--- src/rtl/conv_frame_arbiter_if.sv ---
// Bundle of requester, result and engine handshake signals around conv_frame_arbiter.
// The arbiter connects through the slave modport; the surrounding environment uses master.
interface conv_frame_arbiter_if #(
  parameter int T = 16
);
  logic        [T-1:0] s0_data_in_x;
  logic                s0_valid_x;
  logic                s0_ready_x;
  logic        [T-1:0] s1_data_in_x;
  logic                s1_valid_x;
  logic                s1_ready_x;
  logic signed [T-1:0] m0_data_out_y;
  logic                m0_valid_y;
  logic                m0_ready_y;
  logic signed [T-1:0] m1_data_out_y;
  logic                m1_valid_y;
  logic                m1_ready_y;
  logic        [T-1:0] e_data_out_x;
  logic                e_valid_x;
  logic                e_ready_x;
  logic signed [T-1:0] e_data_in_y;
  logic                e_valid_y;
  logic                e_ready_y;

  modport slave (
    input  s0_data_in_x, s0_valid_x, output s0_ready_x,
    input  s1_data_in_x, s1_valid_x, output s1_ready_x,
    output m0_data_out_y, m0_valid_y, input  m0_ready_y,
    output m1_data_out_y, m1_valid_y, input  m1_ready_y,
    output e_data_out_x, e_valid_x, input  e_ready_x,
    input  e_data_in_y, e_valid_y, output e_ready_y
  );

  modport master (
    output s0_data_in_x, s0_valid_x, input  s0_ready_x,
    output s1_data_in_x, s1_valid_x, input  s1_ready_x,
    input  m0_data_out_y, m0_valid_y, output m0_ready_y,
    input  m1_data_out_y, m1_valid_y, output m1_ready_y,
    input  e_data_out_x, e_valid_x, output e_ready_x,
    output e_data_in_y, e_valid_y, input  e_ready_y
  );
endinterface

--- src/rtl/conv_frame_arbiter.sv ---
// Round-robin, frame-granular sharing of one convolution engine between two requesters.
// A small tag FIFO remembers the owner of each in-flight frame so results are steered back correctly.
module conv_frame_arbiter #(
  parameter int T        = 16,
  parameter int N        = 128,
  parameter int M        = 8,
  parameter int TAGDEPTH = 2
) (
  input  logic                clk,
  input  logic                reset,
  conv_frame_arbiter_if.slave bus
);
  localparam int NOUT = N - M + 1;
  localparam int IW   = $clog2(N);
  localparam int OW   = $clog2(NOUT);
  localparam int PW   = (TAGDEPTH > 1) ? $clog2(TAGDEPTH) : 1;
  localparam int CW   = $clog2(TAGDEPTH + 1);

  typedef enum logic {IDLE, FEED} state_t;

  state_t        state;
  logic          grant;
  logic          last_grant;
  logic [IW-1:0] in_cnt;
  logic [OW-1:0] out_cnt;
  logic          tag_mem [TAGDEPTH];
  logic [PW-1:0] wr_ptr;
  logic [PW-1:0] rd_ptr;
  logic [CW-1:0] occ;

  logic fifo_empty;
  logic fifo_full;
  logic head;
  logic pick;
  logic do_grant;
  logic sel_valid;
  logic in_xfer;
  logic in_last;
  logic out_xfer;
  logic out_last;

  function automatic logic [PW-1:0] ptr_inc(input logic [PW-1:0] p);
    return (p == PW'(TAGDEPTH - 1)) ? '0 : p + 1'b1;
  endfunction

  always_comb begin
    fifo_empty = (occ == '0);
    fifo_full  = (occ == CW'(TAGDEPTH));
    head       = tag_mem[rd_ptr];

    // Round robin only matters on a tie; a lone requester always wins.
    if (bus.s0_valid_x && bus.s1_valid_x) pick = ~last_grant;
    else                                  pick = bus.s1_valid_x;
    do_grant = (state == IDLE) && !fifo_full && (bus.s0_valid_x || bus.s1_valid_x);

    sel_valid = grant ? bus.s1_valid_x : bus.s0_valid_x;
    in_xfer   = !reset && (state == FEED) && sel_valid && bus.e_ready_x;
    in_last   = in_xfer && (in_cnt == IW'(N - 1));

    bus.e_data_out_x = grant ? bus.s1_data_in_x : bus.s0_data_in_x;
    bus.e_valid_x    = !reset && (state == FEED) && sel_valid;
    bus.s0_ready_x   = !reset && (state == FEED) && !grant && bus.e_ready_x;
    bus.s1_ready_x   = !reset && (state == FEED) &&  grant && bus.e_ready_x;

    // Result side is steered purely by the owner tag at the FIFO head.
    bus.m0_data_out_y = bus.e_data_in_y;
    bus.m1_data_out_y = bus.e_data_in_y;
    bus.m0_valid_y    = !reset && !fifo_empty && !head && bus.e_valid_y;
    bus.m1_valid_y    = !reset && !fifo_empty &&  head && bus.e_valid_y;
    bus.e_ready_y     = !reset && !fifo_empty && (head ? bus.m1_ready_y : bus.m0_ready_y);

    out_xfer = !reset && !fifo_empty && bus.e_valid_y && bus.e_ready_y;
    out_last = out_xfer && (out_cnt == OW'(NOUT - 1));
  end

  always_ff @(posedge clk) begin
    if (reset) begin
      state      <= IDLE;
      grant      <= 1'b0;
      last_grant <= 1'b1;
      in_cnt     <= '0;
      out_cnt    <= '0;
      wr_ptr     <= '0;
      rd_ptr     <= '0;
      occ        <= '0;
    end else begin
      case (state)
        IDLE: begin
          if (do_grant) begin
            state  <= FEED;
            grant  <= pick;
            in_cnt <= '0;
          end
        end
        FEED: begin
          if (in_xfer) begin
            if (in_last) begin
              state      <= IDLE;
              last_grant <= grant;
              in_cnt     <= '0;
            end else begin
              in_cnt <= in_cnt + 1'b1;
            end
          end
        end
        default: state <= IDLE;
      endcase

      // Push and pop may coincide; occupancy then stays put.
      if (do_grant) begin
        tag_mem[wr_ptr] <= pick;
        wr_ptr          <= ptr_inc(wr_ptr);
      end
      if (out_xfer) out_cnt <= out_last ? '0 : out_cnt + 1'b1;
      if (out_last) rd_ptr <= ptr_inc(rd_ptr);
      occ <= occ + CW'(do_grant) - CW'(out_last);
    end
  end
endmodule

--- src/flat_wrapper.sv ---
// flat-port wrapper written by rule: the top's interface ports become plain ports
module conv_frame_arbiter_flat 
#(
  parameter int T        = 16,
  parameter int N        = 128,
  parameter int M        = 8,
  parameter int TAGDEPTH = 2
)
  (clk, reset, bus_s0_data_in_x, bus_s0_valid_x, bus_s0_ready_x, bus_s1_data_in_x, bus_s1_valid_x, bus_s1_ready_x, bus_m0_data_out_y, bus_m0_valid_y, bus_m0_ready_y, bus_m1_data_out_y, bus_m1_valid_y, bus_m1_ready_y, bus_e_data_out_x, bus_e_valid_x, bus_e_ready_x, bus_e_data_in_y, bus_e_valid_y, bus_e_ready_y);
  conv_frame_arbiter_if #(.T(T)) bus_i ();
  input  logic clk;
  input  logic reset;
  input wire logic [$bits(bus_i.s0_data_in_x)-1:0] bus_s0_data_in_x;
  input wire logic [$bits(bus_i.s0_valid_x)-1:0] bus_s0_valid_x;
  output wire logic [$bits(bus_i.s0_ready_x)-1:0] bus_s0_ready_x;
  input wire logic [$bits(bus_i.s1_data_in_x)-1:0] bus_s1_data_in_x;
  input wire logic [$bits(bus_i.s1_valid_x)-1:0] bus_s1_valid_x;
  output wire logic [$bits(bus_i.s1_ready_x)-1:0] bus_s1_ready_x;
  output wire logic [$bits(bus_i.m0_data_out_y)-1:0] bus_m0_data_out_y;
  output wire logic [$bits(bus_i.m0_valid_y)-1:0] bus_m0_valid_y;
  input wire logic [$bits(bus_i.m0_ready_y)-1:0] bus_m0_ready_y;
  output wire logic [$bits(bus_i.m1_data_out_y)-1:0] bus_m1_data_out_y;
  output wire logic [$bits(bus_i.m1_valid_y)-1:0] bus_m1_valid_y;
  input wire logic [$bits(bus_i.m1_ready_y)-1:0] bus_m1_ready_y;
  output wire logic [$bits(bus_i.e_data_out_x)-1:0] bus_e_data_out_x;
  output wire logic [$bits(bus_i.e_valid_x)-1:0] bus_e_valid_x;
  input wire logic [$bits(bus_i.e_ready_x)-1:0] bus_e_ready_x;
  input wire logic [$bits(bus_i.e_data_in_y)-1:0] bus_e_data_in_y;
  input wire logic [$bits(bus_i.e_valid_y)-1:0] bus_e_valid_y;
  output wire logic [$bits(bus_i.e_ready_y)-1:0] bus_e_ready_y;
  assign bus_i.s0_data_in_x = bus_s0_data_in_x;
  assign bus_i.s0_valid_x = bus_s0_valid_x;
  assign bus_s0_ready_x = bus_i.s0_ready_x;
  assign bus_i.s1_data_in_x = bus_s1_data_in_x;
  assign bus_i.s1_valid_x = bus_s1_valid_x;
  assign bus_s1_ready_x = bus_i.s1_ready_x;
  assign bus_m0_data_out_y = bus_i.m0_data_out_y;
  assign bus_m0_valid_y = bus_i.m0_valid_y;
  assign bus_i.m0_ready_y = bus_m0_ready_y;
  assign bus_m1_data_out_y = bus_i.m1_data_out_y;
  assign bus_m1_valid_y = bus_i.m1_valid_y;
  assign bus_i.m1_ready_y = bus_m1_ready_y;
  assign bus_e_data_out_x = bus_i.e_data_out_x;
  assign bus_e_valid_x = bus_i.e_valid_x;
  assign bus_i.e_ready_x = bus_e_ready_x;
  assign bus_i.e_data_in_y = bus_e_data_in_y;
  assign bus_i.e_valid_y = bus_e_valid_y;
  assign bus_e_ready_y = bus_i.e_ready_y;
  conv_frame_arbiter #(.T(T), .N(N), .M(M), .TAGDEPTH(TAGDEPTH)) u_core (.clk(clk), .reset(reset), .bus(bus_i));
endmodule
--- config.mk ---
export PLATFORM = sky130hd
export DESIGN_NAME = conv_frame_arbiter_flat
export DESIGN_NICKNAME = d
export VERILOG_FILES = /design/src/rtl/conv_frame_arbiter_if.sv /design/src/rtl/conv_frame_arbiter.sv /design/src/flat_wrapper.sv
export SDC_FILE = /design/constraint.sdc
export NUM_CORES = 1
export LEC_CHECK = 0
export ABC_AREA = 1
export BUFFER_PORTS_ARGS = -buffer_cell sky130_fd_sc_hd__buf_2
export CORE_MARGIN = 4
export CORE_UTILIZATION = 45
export CTS_BUF_LIST = sky130_fd_sc_hd__clkbuf_8
export DETAILED_ROUTE_END_ITERATION = 10
export GPL_TIMING_DRIVEN = 0
export PLACE_DENSITY_LB_ADDON = 0.2
export SYNTH_ARGS = -nofsm -noshare
export SYNTH_HDL_FRONTEND = slang
export SYNTH_SLANG_ARGS = --single-unit
--- constraint.sdc ---
create_clock -name clk -period 2.35 [get_ports clk]
set_input_delay 0.1175 -clock clk [delete_from_list [all_inputs] [get_ports clk]]
set_output_delay 0.1175 -clock clk [all_outputs]
set_load 0.005 [all_outputs]
### Word-level counts from Yosys, hierarchy flattened

Memory sizes are Yosys's and may differ from the RTL's. A register that Yosys moved wholly into a read port is not among the register bits.
Cells that the tools add are included.

| storage, ports and cells | value |
|---|---|
| register bits | 21 |
| bits in writable memories | 2 |
| input bits | 56 |
| memories kept | 1 |

| operators by class | value |
|---|---|
| add/sub/neg operators | 6 |
| equal/unequal tests | 5 |
| multiplexer cells | 19 |
| bitwise logic cells | 2 |
| reductions and logical operators | 30 |

Memory list:

| name | words | width | read ports | clocked after memory_dff | wr ports | RTL line | source |
|---|---|---|---|---|---|---|---|
| u_core.tag_mem | 2 | 1 | 1 | 1 | 1 | conv_frame_arbiter.sv:26 | `logic tag_mem [TAGDEPTH];` |

Operators by type and width:

| operator | count |
|---|---|
| 7-bit 2-to-1 mux | 4 |
| 1-bit logical AND | 20 |
| 16-bit 2-to-1 mux | 1 |
| 7-bit by 1-bit adder with 7-bit output, second input constant | 2 |
| 7-bit equality test, second input constant | 2 |
| 7-bit case mux with 2 select lines | 1 |
| 1-bit 2-to-1 mux | 12 |
| 1-bit logical NOT | 5 |
| 2-bit AND reduction | 2 |
| 3-bit AND reduction | 1 |
| 1-bit adder, second input constant | 2 |
| 2-bit by 1-bit adder with 2-bit output | 1 |
| 2-bit equality test, second input constant | 1 |
| 2-bit logical NOT | 1 |
| 2-bit by 1-bit inequality test with 1-bit output, second input constant | 1 |
| 2-bit inequality test, second input constant | 1 |
| 1-bit NOT | 2 |
| 1-bit case mux with 2 select lines | 1 |
| 2-bit by 1-bit subtractor with 2-bit output | 1 |
| 1-bit logical OR | 1 |

### Logic depth before layout (Yosys ltp)

Gate-level depths: netlist of run 1.

| depth | value |
|---|---|
| depth after elaboration | 8 |
| gate-level depth with buffers | 14 |

### Least setup slack after synthesis of run 1

OpenSTA, ideal clock, no wires.

| timing | value |
|---|---|
| path type | flip-flop to flip-flop |
| from | reg u_core.out_cnt[0] |
| to | reg u_core.occ[1] |
| library setup time | 0.113 ns |
| data arrival time | 1.538 ns |
| required time | 2.237 ns |
| setup slack | 0.699 ns |
| cell stages (with the launch flop) | 13 |
| period minus slack after synthesis | 1.651 ns |
| path through | dfxtp_1 > inv_1 > ha_1 > nand3_1 > nor3_2 > nand2_1 > nand2_1 > nand2_1 > ha_1 > xnor2_1 > nand2_1 > nand2_1 > nor2_1 |

| on the way | value |
|---|---|
| cells in the longest elaborated chain, start to end | 3 |

Ends and longest elaborated chain:

| what | RTL line | source |
|---|---|---|
| start, declared | conv_frame_arbiter.sv:25 | `logic [OW-1:0] out_cnt;` |
| start signal, assigned | conv_frame_arbiter.sv:114 | `if (out_xfer) out_cnt <= out_last ? '0 : out_cnt + 1'b1;` |
| 7-bit equality test | conv_frame_arbiter.sv:73 | `out_last = out_xfer && (out_cnt == OW'(NOUT - 1));` |
| 1-bit logical AND | conv_frame_arbiter.sv:73 |  |
| 2-bit by 1-bit subtractor with 2-bit output | conv_frame_arbiter.sv:116 | `occ <= occ + CW'(do_grant) - CW'(out_last);` |
| end signal, assigned | conv_frame_arbiter.sv:116 |  |
| end, declared | conv_frame_arbiter.sv:29 | `logic [CW-1:0] occ;` |

No other way between the ends.
A chain may end at the register's enable or synchronous reset.

### Worst setup path in the final report of run 1

Same ends and word-level chain as after synthesis.

==> results by stage, run 1 <==
Routing:
- The number of nets with antenna violations after routing is 0.
- The via count normalized by instance count is 4.578.
- The DRC violation count after routing is 0.
- The total number of vias is 1,918.
- The routed length per instance is 10.06 um.
- The detailed-routing iteration count for the pre-antenna-repair pass is 4.
- The first routing iteration left between 50 and 60 violations.
- The total wirelength of the detailed-routed design is 4.217 mm.

Synthesis:
- The number of nets produced by synthesis is about 330.
- The total number of yosys warnings is 0.
- In this run the cell area of the synthesized design comes to 0.001814 mm2.
- By area the synthesized netlist is led by dfxtp_1 24%, nand2_1 19%, buf_4 13%.
- The share of synthesized area in the top cell type comes to 24.28%.
- Synthesis inferred 24 register bits.
- Synthesis handed over a netlist of around 270 instances.
- Each instance of the synthesized netlist takes up on average 6.621 um2.
- The proportion of synthesized chip area in sequential cells is 27.59%.
- The biggest area consumer among synthesized cells is dfxtp_1.
- The number of different library cells used by synthesis comes to 32.

Cells and area:
- After the last flow step, the layout net total stands at 432.
- The number of antenna diodes in the final layout is 0.
- The area growth from synthesis to layout is 31.45%.
- The share of layout cells above drive strength 1 is 40.70%.
- The final instance area is 0.002385 mm2.

Critical path:
- The arrival time at the worst endpoint is approximately 2.0 ns.
- The cell class contributing the biggest share of worst-path delay is simple AND/OR/NAND/NOR gates.
- The maximum fanout count along the critical path is 4.
- The dominant cell type by count on the critical path is nand2_1.
- Traced cell by cell, the critical path runs through inv_1 -> ha_1 -> nand3_1 -> nor3_2 -> nand2_1 -> nand2_1 -> nand2_1 -> ha_1 -> xnor2_1 -> nand2_1 -> nand2_1 -> nor2_1.
- STA puts the critical path data required time at 2.52 ns.
- The count of buffering cells on the critical path with inverters included is 1.
- The maximum cell stage delay along the critical path is 0.34 ns.
- The worst setup path is launched from a register.
- The classification of the worst setup path is register to register.
- For this design, the slowest cell found on the critical path is dfxtp_1.
- STA classifies the critical path endpoint as a register.

GRT:
- In the global route stage, overall resource usage came out at 16.81%.
- The number of antenna violations at the first check in global routing is 0.
- The via count of the first global-routing pass was between 1,500 and 2,000.
- The first-pass GRT wire length is 7.355 mm.
- Entering global routing, the biggest net connects 14 pins.
- The overflow left after global routing is 0.

CTS:
- The count of hold-fix buffers inserted at cts is 0.
- CTS built an H-tree with a depth of 1.
- The number of buffers inserted to repair setup after CTS is 0.
- The count of clock tree sinks is 24.
- The later pin in the worst-skew pair is clocked with a latency of 0.26 ns.
- The clock-pin slew on the worst setup and hold paths is 0.08 ns.
- The maximum number of buffers from clock root to sink is 2.
- Clock tree synthesis selected as its root buffer the cell clkbuf_8.
- The CTS tree is yes.
- Gates resized during post-CTS repair numbered 0.
- The CTS buffer count is 3.

STA:
- The clock arrives with approximately 0.0033 ns of skew.
- Setup violations remaining at the end of the flow were counted as 0.
- The slew at the pin closest to its max-slew limit is 0.3872 ns.
- The routed design could run at a clock period as short as 1.833 ns.
- The total negative slack is 0 ns.
- The worst slack on hold paths is roughly 0.19 ns.
- The final critical path takes up 78.00% of the cycle.
- Setup repair after global routing left no endpoint under its margin.
- The final count of hold timing violations was 0.
- The final number of max-transition violations is 0.
- Headroom to the max-slew limit came out at 74.19%.
- The fmax is around 550 MHz.

Power:
- The leakage power total is between 1 and 1.5 nW.
- VDD sags by at most roughly 0.32 mV.
- The power density normalized to cell area is 528.9 mW/mm2.

Floorplan:
- For this design the top-level I/O count stands at 110.
- The starting density of the core is approximately half.
- The vertical die dimension is 71.50 um.
- The placement row count is 22.
- The width of the chip is around 70 um.
- The total die area is just over 0.005 mm2.
- The placeable core region is ~0.0038 mm2.

Job:
- The total of max-cap violations is 0.

Placement:
- The weighted congestion reported at the end of routability-driven placement is 0.7971.
- The placed instance area is 0.002340 mm2.
- The number of port buffers is 93.
- The placed wire-length estimate is 3.564 mm.

Worst hold path:
- The worst hold path class is input port to register.

Run status:
- The run finished with clean final reports.
-- tightest hold or removal path, stage by stage --
cell,delay [ns]
buf_2,0.09
buf_6,0.15
nor2_1,0.05
-- per-stage QoR --
step / std cells / utilization (%) / setup WS (ns) / total power (W)
finish: 419 / 63.24 / 0.5171 / 0.001261
global route: 419 / 63.24 / 0.3295 / 0.001369
CTS: 419 / 63.24 / 0.5004 / 0.001280
detailed placement: 415 / 62.04 / 0.5193 / 0.001031
global placement: 415 / 62.04 / 0.5616 / 0.001020
floorplan: 274 / - / 0.6992 / 0.0008458
-- power breakdown --
group / leakage [nW] / switching [W] / internal (W) / total (W)
clock network: 0.0231 / 0.000128 / 0.000117 / 0.000245
logic: 1.10 / 0.000287 / 0.000235 / 0.000522
registers: 0.198 / 0.0000383 / 0.000456 / 0.000495
-- state kept, by name (all words and copies together), names as in the netlist, named ones only --
| register | cells |
|---|---|
| u_core.grant | 1 |
| u_core.in_cnt | 7 |
| u_core.last_grant | 1 |
| u_core.occ | 2 |
| u_core.out_cnt | 7 |
| u_core.rd_ptr | 1 |
| u_core.state | 1 |
| u_core.tag_mem | 2 |
| u_core.wr_ptr | 1 |
-- routing by layer --
layer / global-route usage [%] / vias up / wire, um
met3: 3.647 / 5 / 416
met4: 4.384 / 0 / 38
met2: 30.00 / 82 / 2007
li1: - / 1015 / -
met5: 0 / - / 0
met1: 20.29 / 816 / 1755
-- worst paths after layout --
path / cells after the start / start / slack (ns) / endpoint
max: 12 / u_core.out_cnt[0] / 0.52 / u_core.occ[1]
min: 3 / reset / 0.19 / u_core.occ[0]
max reg2reg: 12 / u_core.out_cnt[0] / 0.52 / u_core.occ[1]
min reg2reg: 2 / u_core.in_cnt[6] / 0.47 / u_core.in_cnt[6]
-- cells in the final DEF (no fill, tap or decap), types with 3 or more instances in the layout --
cell      count
inv_2         4
buf_4        32
buf_2        93
nor2_4        3
xor2_1        3
nand4_1       4
clkbuf_8      3
a21oi_1      12
nor2_1       22
nand3b_1      4
o21ai_0       6
nand2_2       4
nor3_1        3
inv_1        28
nand2_1      92
ha_1          4
dfxtp_1      22
nand3_1       9
-- synth_stat cells, drive strengths merged --
| cell type | count |
|---|---|
| and3 | 1 |
| nor3b | 1 |
| nor3 | 4 |
| dfxtp | 22 |
| xor2 | 3 |
| inv | 32 |
| nor2 | 25 |
| ha | 4 |
| nand2 | 98 |
| buf | 34 |
| nand4 | 5 |
| o21bai | 1 |
| o21ai | 9 |
| xnor2 | 2 |
| nand3 | 11 |
| nand3b | 4 |
| a21boi | 1 |
| a31o | 1 |
| edfxtp | 2 |
| a21oi | 12 |
| clkbuf | 2 |
-- cells by family (layout without fill, tap and decap cells) --
logic type               count (synthesis)  in the layout  synth area share, %
AND/OR/NAND/NOR                        149            149                37.79
buffers and inverters                   68            165                21.52
AO/OA/AOI/OAI                           24             24                7.932
flip-flops                              24             24                27.59
XOR/XNOR                                 5              5                2.414
adder cells (fa/ha/maj)                  4              4                2.759
-- layout make-up --
cell class	instances	area (um2)
clock buffers	3	41.29
flip-flops and latches	24	500.5
multi-input cells	182	923.4
well taps	48	60.06
clock inverters	1	3.754
inverters	32	120.1
fillers	357	1386
plain buffers	36	270.3
repair buffers	93	465.4
(Power assumes the default switching activity.)
==> run 2: changes to the inputs <==
ABC_AREA = 0   (was 1)
CORE_UTILIZATION = 43   (was 45)
clock period = 1.7 ns   (was 2.35 ns; I/O delays follow)
==> run 2 against run 1 <==
Effect of this change:
- the flow now finishes with violations (negative setup slack)
- synthesized area shrank 8.6%
- maximum frequency shrank 4.4%
- cell count shrank 21%
- combinational power shrank 5.2%
- hold slack lost 0.15 ns
- sequential cell count is the same
- first-iteration DRC count shrank 17%
- setup slack lost 0.73 ns
- sequential power grew 34%
- largest cell class unchanged
==> results by stage, run 2 <==
Run status:
- Result of the run: finished with violations (was finished clean).
- The checks that failed: negative setup slack.

CTS:
- The CTS buffer count came to 3 (unchanged).
- The maximum number of buffers from clock root to sink was 2 (unchanged).
- The number of levels the H-tree was split into was 1 (unchanged).
- The count of hold-fix buffers inserted at cts is 0 (unchanged).
- The count of clock tree sinks was 24 (unchanged).
- The clock-pin slew on the worst setup and hold paths is 0.09 ns (was 0.08 ns).
- The CTS root buffer is clkbuf_8 (unchanged).
- The clock latency at the later pin of the worst-skew pair came to 0.27 ns (was 0.26 ns).
- The CTS tree is yes (unchanged).

Floorplan:
- The width of the chip is 70.12 um (was 71.50 um).
- The vertical die dimension is 70.12 um (was 71.50 um).
- The total die area is 0.004916 mm2 (was 0.005112 mm2).
- The placeable core region is 0.003689 mm2 (was 0.003771 mm2).
- The starting density of the core is 44.98% (was 48.11%).
- The placement row count was 22 (unchanged).
- The boundary pin count is 110 (unchanged).

Cells and area:
- The combined area of the multi-input logic cells is 943.4 um2 (was 923.4 um2).
- The number of inserted filler cells in the final layout was 334 (was 357).
- The commonest non-fill, non-tap cell in the layout is buf_2 (unchanged).
- Top flop regs: u_core.in_cnt x7, u_core.out_cnt x7 (unchanged).
- The combined flip-flop and latch cell area is 505.5 um2 (was 500.5 um2).
- The antenna diode count is 0 (unchanged).
- The share of layout cells above drive strength 1 is 58.66% (was 40.70%).
- The final-stage net count is 344 (was 432).
- Leading cell types in the layout, fill and taps excluded: 93 x buf_2, 39 x buf_4, 21 x nor2_1 (was 93 x buf_2, 92 x nand2_1, 32 x buf_4).
- The layout overhead on the synthesized area came to 44.57% (was 31.45%).

STA:
- The count of final setup violators came to 10 (was 0).
- The final worst-path setup slack is -0.2164 ns (was 0.5171 ns).
- The fmax is 521.8 MHz (was 545.6 MHz).
- Unrepaired setup endpoints after global routing: yes (was no).
- The time the worst path needs with I/O delays and setup is 1.916 ns (was 1.833 ns).
- The final worst-path cycle share was 112.7% (was 78.00%).
- The final count of hold timing violations is 0 (unchanged).
- The setup skew after layout came to 0.01227 ns (was 0.003325 ns).
- The slew at the pin closest to its max-slew limit is 0.5751 ns (was 0.3872 ns).
- The final number of max-transition violations is 0 (unchanged).
- The worst slack on hold paths was 0.03999 ns (was 0.1912 ns).
- The worst relative slew slack is 61.55% (was 74.19%).

Synthesis:
- The total number of yosys warnings was 0 (unchanged).
- The number of distinct library cell variants in the gate-level netlist after synthesis came to 38 (was 32).
- The async set or reset register ratio after synthesis came to 0% (unchanged).
- The proportion of netlist area held by the largest area contributor was 26.55% (was 24.28%).
- The mapped cell area is 0.001659 mm2 (was 0.001814 mm2).
- The number of flops mapped to enable cells by yosys is 2 (unchanged).
- The proportion of synthesized chip area in sequential cells was 30.17% (was 27.59%).
- The synthesis-stage register bit count was 24 (unchanged).
- The mean instance size in the synthesized netlist is 9.269 um2 (was 6.621 um2).
- The synthesized-area fraction occupied by xor and xnor cells is 7.919% (was 2.414%).
- The number of standard cells after synthesis is 179 (was 274).
- The synthesized-area fraction occupied by adder cells is 3.017% (was 2.759%).
- The number of nets produced by synthesis was 239 (was 334).
- Top cells by area in the synthesized netlist: dfxtp_1 27%, buf_4 14%, mux2_1 11% (was dfxtp_1 24%, nand2_1 19%, buf_4 13%).
- The synthesized-area fraction occupied by and/or/nand/nor cells is 20.21% (was 37.79%).
- The biggest area consumer among synthesized cells is dfxtp_1 (unchanged).
- The main combinational cell family by area after synthesis was simple AND/OR/NAND/NOR gates (unchanged).
- The most used flip-flop cell after synthesis is dfxtp_1 (unchanged).
- The most numerous cell in the Yosys netlist is buf_4 (was nand2_1).
- The complex-gate fraction of the synthesized area is 7.014% (was 7.931%).
- The multiplexer share of the synthesized area is 14.25% (was 0%).
- Top post-synthesis cells by count: 32 x buf_4, 25 x nor2_1, 22 x dfxtp_1, 16 x mux2_1, 11 x xnor2_1 (was 92 x nand2_1, 32 x buf_4, 28 x inv_1, 22 x dfxtp_1, 22 x nor2_1).

Routing:
- The via count normalized by instance count was 4.650 (was 4.578).
- The initial DRC count was 49 (was 59).
- The total number of vias came to 1,539 (was 1,918).
- The total wirelength of the detailed-routed design was 4.094 mm (was 4.217 mm).
- The detailed-routing iteration count for the pre-antenna-repair pass was 4 (unchanged).
- The routed length per instance is 12.37 um (was 10.06 um).
- The DRC violation count after routing came to 0 (unchanged).
- The number of nets with antenna violations after routing is 0 (unchanged).

Power:
- The leakage power total is 1.123 nW (was 1.323 nW).
- The total design power is 0.001649 W (was 0.001261 W).
- The worst vdd rail ir drop is 0.6294 mV (was 0.3208 mV).
- The power density normalized to cell area is 687.5 mW/mm2 (was 528.9 mW/mm2).

Critical path:
- The dominant cell type by count on the critical path is mux2i_4 (was nand2_1).
- The classification of the worst setup path is register to register (unchanged).
- The maximum cell stage delay along the critical path is 0.36 ns (was 0.34 ns).
- The sort of element at the end of the critical path was a register (unchanged).
- The count of buffering cells on the critical path with inverters included is 0 (was 1).
- The maximum fanout count along the critical path came to 2 (was 4).
- The cell class contributing the biggest share of worst-path delay is multiplexers (was simple AND/OR/NAND/NOR gates).
- The type of origin of the critical path was a register (unchanged).
- The critical-path cell with the highest stage delay is dfxtp_2 (was dfxtp_1).
- The required time of the critical path came to 1.85 ns (was 2.52 ns).
- CP cell instances: mux2i_4 -> mux2i_4 -> nor3_4 -> xor2_1 -> ha_2 -> xor2_2 -> xnor2_1 -> nor2_1 (was inv_1 -> ha_1 -> nand3_1 -> nor3_2 -> nand2_1 -> nand2_1 -> nand2_1 -> ha_1 -> xnor2_1 -> nand2_1 -> nand2_1 -> nor2_1).
- The arrival time at the worst endpoint is 2.06 ns (was 2.00 ns).

Placement:
- The weighted congestion reported at the end of routability-driven placement is 0.7081 (was 0.7971).
- The number of port buffers was 93 (unchanged).
- The placed wire-length estimate is 3.164 mm (was 3.564 mm).

GRT:
- The first-pass GRT wire length was 6.451 mm (was 7.355 mm).
- The number of antenna violations at the first check in global routing is 0 (unchanged).
- The via count of the first global-routing pass is 1,500 (was 1,864).
- The largest net degree at the start of global routing is 15 (was 14).
- The total routing usage reported by global routing was 15.62% (was 16.81%).
- The overflow left after global routing is 0 (unchanged).

Worst hold path:
- The worst hold path class is input port to register (unchanged).

Job:
- The total of max-cap violations was 0 (unchanged).
-- run 2: changes by cell type after synthesis, moves of 3 or more --
cell,change
nor3b_1,+3
nand2_2,-4
o21ai_0,-3
a21oi_1,-9
nor2_4,-3
nand3_1,-5
mux2_1,+16
nor4_2,+3
nand2_1,-84
inv_1,-22
inv_2,-3
nor2_1,+3
xnor2_1,+9
nand3b_1,-4
-- run 2: cell families after synthesis --
| kind of cell | Yosys count |
|---|---|
| mux | 20 |
| flops | 24 |
| buf+inv | 43 |
| compound gates | 13 |
| fa+ha+maj | 4 |
| simple gates | 60 |
| xor+xnor | 15 |
-- run 2: per-stage QoR --
stage	TNS, ns	std cells	setup slack (ns)	utilization [%]	cell area (um2)
final	-0.5923	331	-0.2164	65.03	2399
after CTS	-0.3295	330	-0.2093	63.13	2328
after detailed placement	-1.315	320	-0.3772	59.57	2197
after global routing	-1.508	331	-0.3399	65.03	2399
after global placement	-1.153	320	-0.3509	59.57	2197
after floorplan	-0.2976	179	-0.2102	-	1672
-- run 2: power breakdown --
part,total (W),internal (W),switching (W)
logic,0.000495,0.000275,0.000220
clock network,0.000491,0.000315,0.000177
registers,0.000663,0.000612,0.0000511
total,0.00165,0.00120,0.000448
-- run 2: timing repair --
action	CTS	global route
setup endpoints to repair	19	23
resized for setup	7	13
gates cloned	0	0
hold endpoints to repair	0	0
pin swaps	2	9
buffers inserted	6	2
-- run 2: path summary, 6_finish.rpt --
| kind | cells past startpoint | startpoint | slack, ns | end |
|---|---|---|---|---|
| min | 2 | reset | 0.04 | u_core.occ[0] |
| max | 8 | register | -0.22 | u_core.occ[1] |
| min reg2reg | 1 | u_core.last_grant | 0.46 | u_core.last_grant |
| max reg2reg | 8 | register | -0.22 | u_core.occ[1] |
-- run 2: worst reg2reg max path, cell delays in order, from the launching register on --
cell,delay [ns]
dfxtp_2,0.36
mux2i_4,0.29
mux2i_4,0.31
nor3_4,0.07
xor2_1,0.18
ha_2,0.21
xor2_2,0.14
xnor2_1,0.16
nor2_1,0.06
-- run 2: final cells by class --
type	count	share of cell area (%)
plain buffers	35	10.95
clock buffers	3	1.721
clock inverters	1	1.252
inverters	7	1.095
multi-input cells	112	39.33
flip-flops and latches	24	21.07
well taps	48	2.504
repair buffers	101	22.07
-- run 2: metal layers --
metal  global-route usage [%]  vias up  part of all wire (%)
li1                         -      785                     -
met2                    28.65       56                    52
met4                    1.915        0                  0.56
met1                    18.59      694                    40
met3                    4.173        4                   7.0
met5                        0        -                     0
==> run 3: changes to the inputs <==
CAP_MARGIN = 20   (was unset)
CORE_ASPECT_RATIO = 0.9   (was unset)
clock period = 2.1 ns   (was 1.7 ns; I/O delays follow)
==> run 3 against run 2 <==
Effect of this change:
- the run now ends clean
- clock-buffer cell count unchanged
- die area about the same
- clock power decreased by 18%
- maximum frequency decreased by 3.2%
- sequential cell count unchanged
- design area decreased by 4.6%
- global-route usage increased by 0.61 points
- combinational power decreased by 24%
- cell count decreased by 2.1%
- first-iteration DRC count increased by 2.0%
- largest cell class unchanged
- largest power group unchanged
- highest routed layer unchanged
==> results by stage, run 3 (synthesis gave the netlist of run 2 again) <==
CTS:
- The clock-pin slew on the worst setup and hold paths was 0.09 ns (about the same).
- The clock latency at the later pin of the worst-skew pair is 0.27 ns (about the same).
- The CTS root buffer is clkbuf_8 (unchanged).
- The count of clock tree sinks is 24 (unchanged).
- The count of hold-fix buffers inserted at cts is 0 (unchanged).
- The number of levels the H-tree was split into is 1 (unchanged).
- The maximum number of buffers from clock root to sink is 2 (unchanged).
- The CTS buffer count is 3 (unchanged).
- The CTS tree is yes (unchanged).

Floorplan:
- The placement row count is 21 (was 22).
- The starting density of the core came to 44.47% (was 44.98%).
- The placeable core region came to 0.003731 mm2 (was 0.003689 mm2).
- The boundary pin count came to 110 (unchanged).
- The vertical die dimension is 66.93 um (was 70.12 um).
- The width of the chip is 73.48 um (was 70.12 um).
- The total die area is 0.004918 mm2 (was 0.004916 mm2).

STA:
- The time the worst path needs with I/O delays and setup is 1.979 ns (was 1.916 ns).
- The slew at the pin closest to its max-slew limit is 0.5266 ns (was 0.5751 ns).
- The setup skew after layout is 0.009135 ns (was 0.01227 ns).
- The final count of hold timing violations is 0 (unchanged).
- The final worst-path cycle share is 94.26% (was 112.7%).
- The worst relative slew slack is 64.79% (was 61.55%).
- The final number of max-transition violations is 0 (unchanged).
- The worst slack on hold paths is 0.04703 ns (was 0.03999 ns).
- The total negative slack is 0 ns (was -0.5923 ns).
- The fmax is 505.2 MHz (was 521.8 MHz).
- The count of final setup violators is 0 (was 10).
- The final worst-path setup slack is 0.1206 ns (was -0.2164 ns).

Critical path:
- The sort of element at the end of the critical path is a register (unchanged).
- The register-to-register setup slack is 0.12 ns (was -0.22 ns).
- CP cell instances: inv_1 -> ha_1 -> and4b_1 -> nand3_2 -> nor3_4 -> xor2_1 -> ha_2 -> xor2_2 -> xnor2_1 -> nor2_1 (was mux2i_4 -> mux2i_4 -> nor3_4 -> xor2_1 -> ha_2 -> xor2_2 -> xnor2_1 -> nor2_1).
- The maximum fanout count along the critical path was 4 (was 2).
- The type of origin of the critical path is a register (unchanged).
- The worst reg2reg path depth came to 10 (was 8).
- The arrival time at the worst endpoint is 2.13 ns (was 2.06 ns).
- The reg-to-reg critical path endpoint was u_core.occ[1] (unchanged).
- The required time of the critical path is 2.25 ns (was 1.85 ns).
- The critical-path cell with the highest stage delay is dfxtp_2 (unchanged).
- The maximum cell stage delay along the critical path is 0.35 ns (was 0.36 ns).
- The reg-to-reg critical path startpoint is u_core.out_cnt[0].
- The classification of the worst setup path is register to register (unchanged).

Job:
- The total of max-cap violations was 0 (unchanged).

GRT:
- The met3 capacity usage during global routing is 4.374% (was 4.173%).
- The most congested layer reported by global routing is met2 (unchanged).
- The total routing usage reported by global routing is 16.23% (was 15.62%).
- The met2 track demand over resource is 28.98% (was 28.65%).
- The via count of the first global-routing pass is 1,460 (was 1,500).
- The number of antenna violations at the first check in global routing came to 0 (unchanged).
- The first-pass GRT wire length came to 6.320 mm (was 6.451 mm).
- The largest net degree at the start of global routing is 15 (unchanged).
- The global routing usage on met1 came to 19.24% (was 18.59%).
- The overflow left after global routing is 0 (unchanged).

Worst hold path:
- The hold-critical path depth is 2 (unchanged).
- The worst hold path class is input port to register (unchanged).
- The destination of the worst hold path was u_core.occ[0] (unchanged).
- The worst min-delay path startpoint is reset (unchanged).

Routing:
- The total number of vias is 1,523 (was 1,539).
- The detailed-routing iteration count for the pre-antenna-repair pass is 4 (unchanged).
- The initial DRC count came to 50 (was 49).
- The via count normalized by instance count was 4.701 (was 4.650).
- The routed length per instance is 12.24 um (was 12.37 um).
- The number of nets with antenna violations after routing is 0 (unchanged).
- The total wirelength of the detailed-routed design is 3.965 mm (was 4.094 mm).
- The DRC violation count after routing is 0 (unchanged).

Power:
- The fraction of power spent switching nets is 27.06% (was 27.16%).
- The design internal power came to 0.0009577 W (was 0.001201 W).
- The proportion of power drawn by flip-flops and latches is 40.6% (was 40.2%).
- The power density normalized to cell area is 574.0 mW/mm2 (was 687.5 mW/mm2).
- The fraction of power consumed by the clock network is 30.7% (was 29.8%).
- The combinational share of power was 28.6% (was 30.0%).
- The leakage power total was 1.085 nW (was 1.123 nW).
- The total design power came to 0.001313 W (was 0.001649 W).
- The net switching power is 0.0003552 W (was 0.0004479 W).
- The worst vdd rail ir drop is 0.3045 mV (was 0.6294 mV).

Placement:
- The number of port buffers was 93 (unchanged).
- The weighted congestion reported at the end of routability-driven placement is 0.7415 (was 0.7081).
- The setup slack after placement is -0.03799 ns (was -0.3772 ns).
- The placed wire-length estimate is 3.299 mm (was 3.164 mm).

Cells and area:
- Leading cell types in the layout, fill and taps excluded: 93 x buf_2, 34 x buf_4, 25 x nor2_1 (was 93 x buf_2, 39 x buf_4, 21 x nor2_1).
- The combined area of the multi-input logic cells is 884.6 um2 (was 943.4 um2).
- The layout overhead on the synthesized area came to 37.86% (was 44.57%).
- The share of layout cells above drive strength 1 was 53.96% (was 58.66%).
- Top flop regs: u_core.in_cnt x7, u_core.out_cnt x7 (unchanged).
- The final cell utilization of the core is 61.30% (was 65.03%).
- The antenna diode count came to 0 (unchanged).
- The commonest non-fill, non-tap cell in the layout is buf_2 (unchanged).
- The final-stage net count was 339 (was 344).
- The number of inserted filler cells in the final layout is 353 (was 334).
- The combined flip-flop and latch cell area is 503.0 um2 (was 505.5 um2).

Run status:
- Result of the run: finished clean (was finished with violations).
run 3: repair_timing:
| action | in CTS | in global routing |
|---|---|---|
| pin swaps | 0 | 1 |
| gates resized for setup | 0 | 7 |
| buffers inserted | 1 | 1 |
| setup endpoints to repair | 1 | 9 |
| hold endpoints to repair | 0 | 0 |
run 3: final cells by class:
class	instances	area share, %
repair buffers	95	21.01
plain buffers	36	11.54
flip-flops and latches	24	21.99
well taps	46	2.516
clock buffers	3	1.805
clock inverters	1	1.313
inverters	7	1.149
multi-input cells	112	38.68
run 3: worst max path at each step:
stage	startpoint	endpoint	slack, ns	cells after the start
final	u_core.out_cnt[0]	u_core.occ[1]	0.12	10
after global placement	register	u_core.occ[1]	0.01	8
after CTS	u_core.grant	bus_e_data_out_x[8]	0.01	4
after floorplan	register	u_core.occ[1]	0.13	8
after detailed placement	u_core.tag_mem[0]	u_core.occ[1]	-0.04	8
after global routing	u_core.out_cnt[0]	u_core.occ[1]	-0.005	10
run 3: worst max-delay path: cells and delay by family, from the launching register on:
family	cells	cell delay, ns
simple gates	4	0.64
xor+xnor	3	0.47
fa+ha+maj	2	0.36
flops	1	0.35
buf+inv	1	0.06
run 3: power by group through the flow:
| stage | Combinational (W) | Sequential, W | Clock, W |
|---|---|---|---|
| 2_1_floorplan | 0.000241 | 0.000534 | 0 |
| 3_3_place_gp | 0.000363 | 0.000541 | 0 |
| 3_5_place_dp | 0.000368 | 0.000542 | 0 |
| 4_1_cts | 0.000374 | 0.000531 | 0.000416 |
| 5_1_grt | 0.000416 | 0.000539 | 0.000434 |
| 6_report | 0.000376 | 0.000533 | 0.000403 |
run 3: layer usage:
layer  vias up  wire (um)
li1        778          -
met3         4        253
met4         0         27
met5         -          0
met2        45       2052
met1       696       1632
run 3: through the flow:
stage / area [um2] / std cells
after global placement: 2182 / 318
after global routing: 2287 / 324
after floorplan: 1659 / 179
after CTS: 2261 / 323
after detailed placement: 2182 / 318
final: 2287 / 324
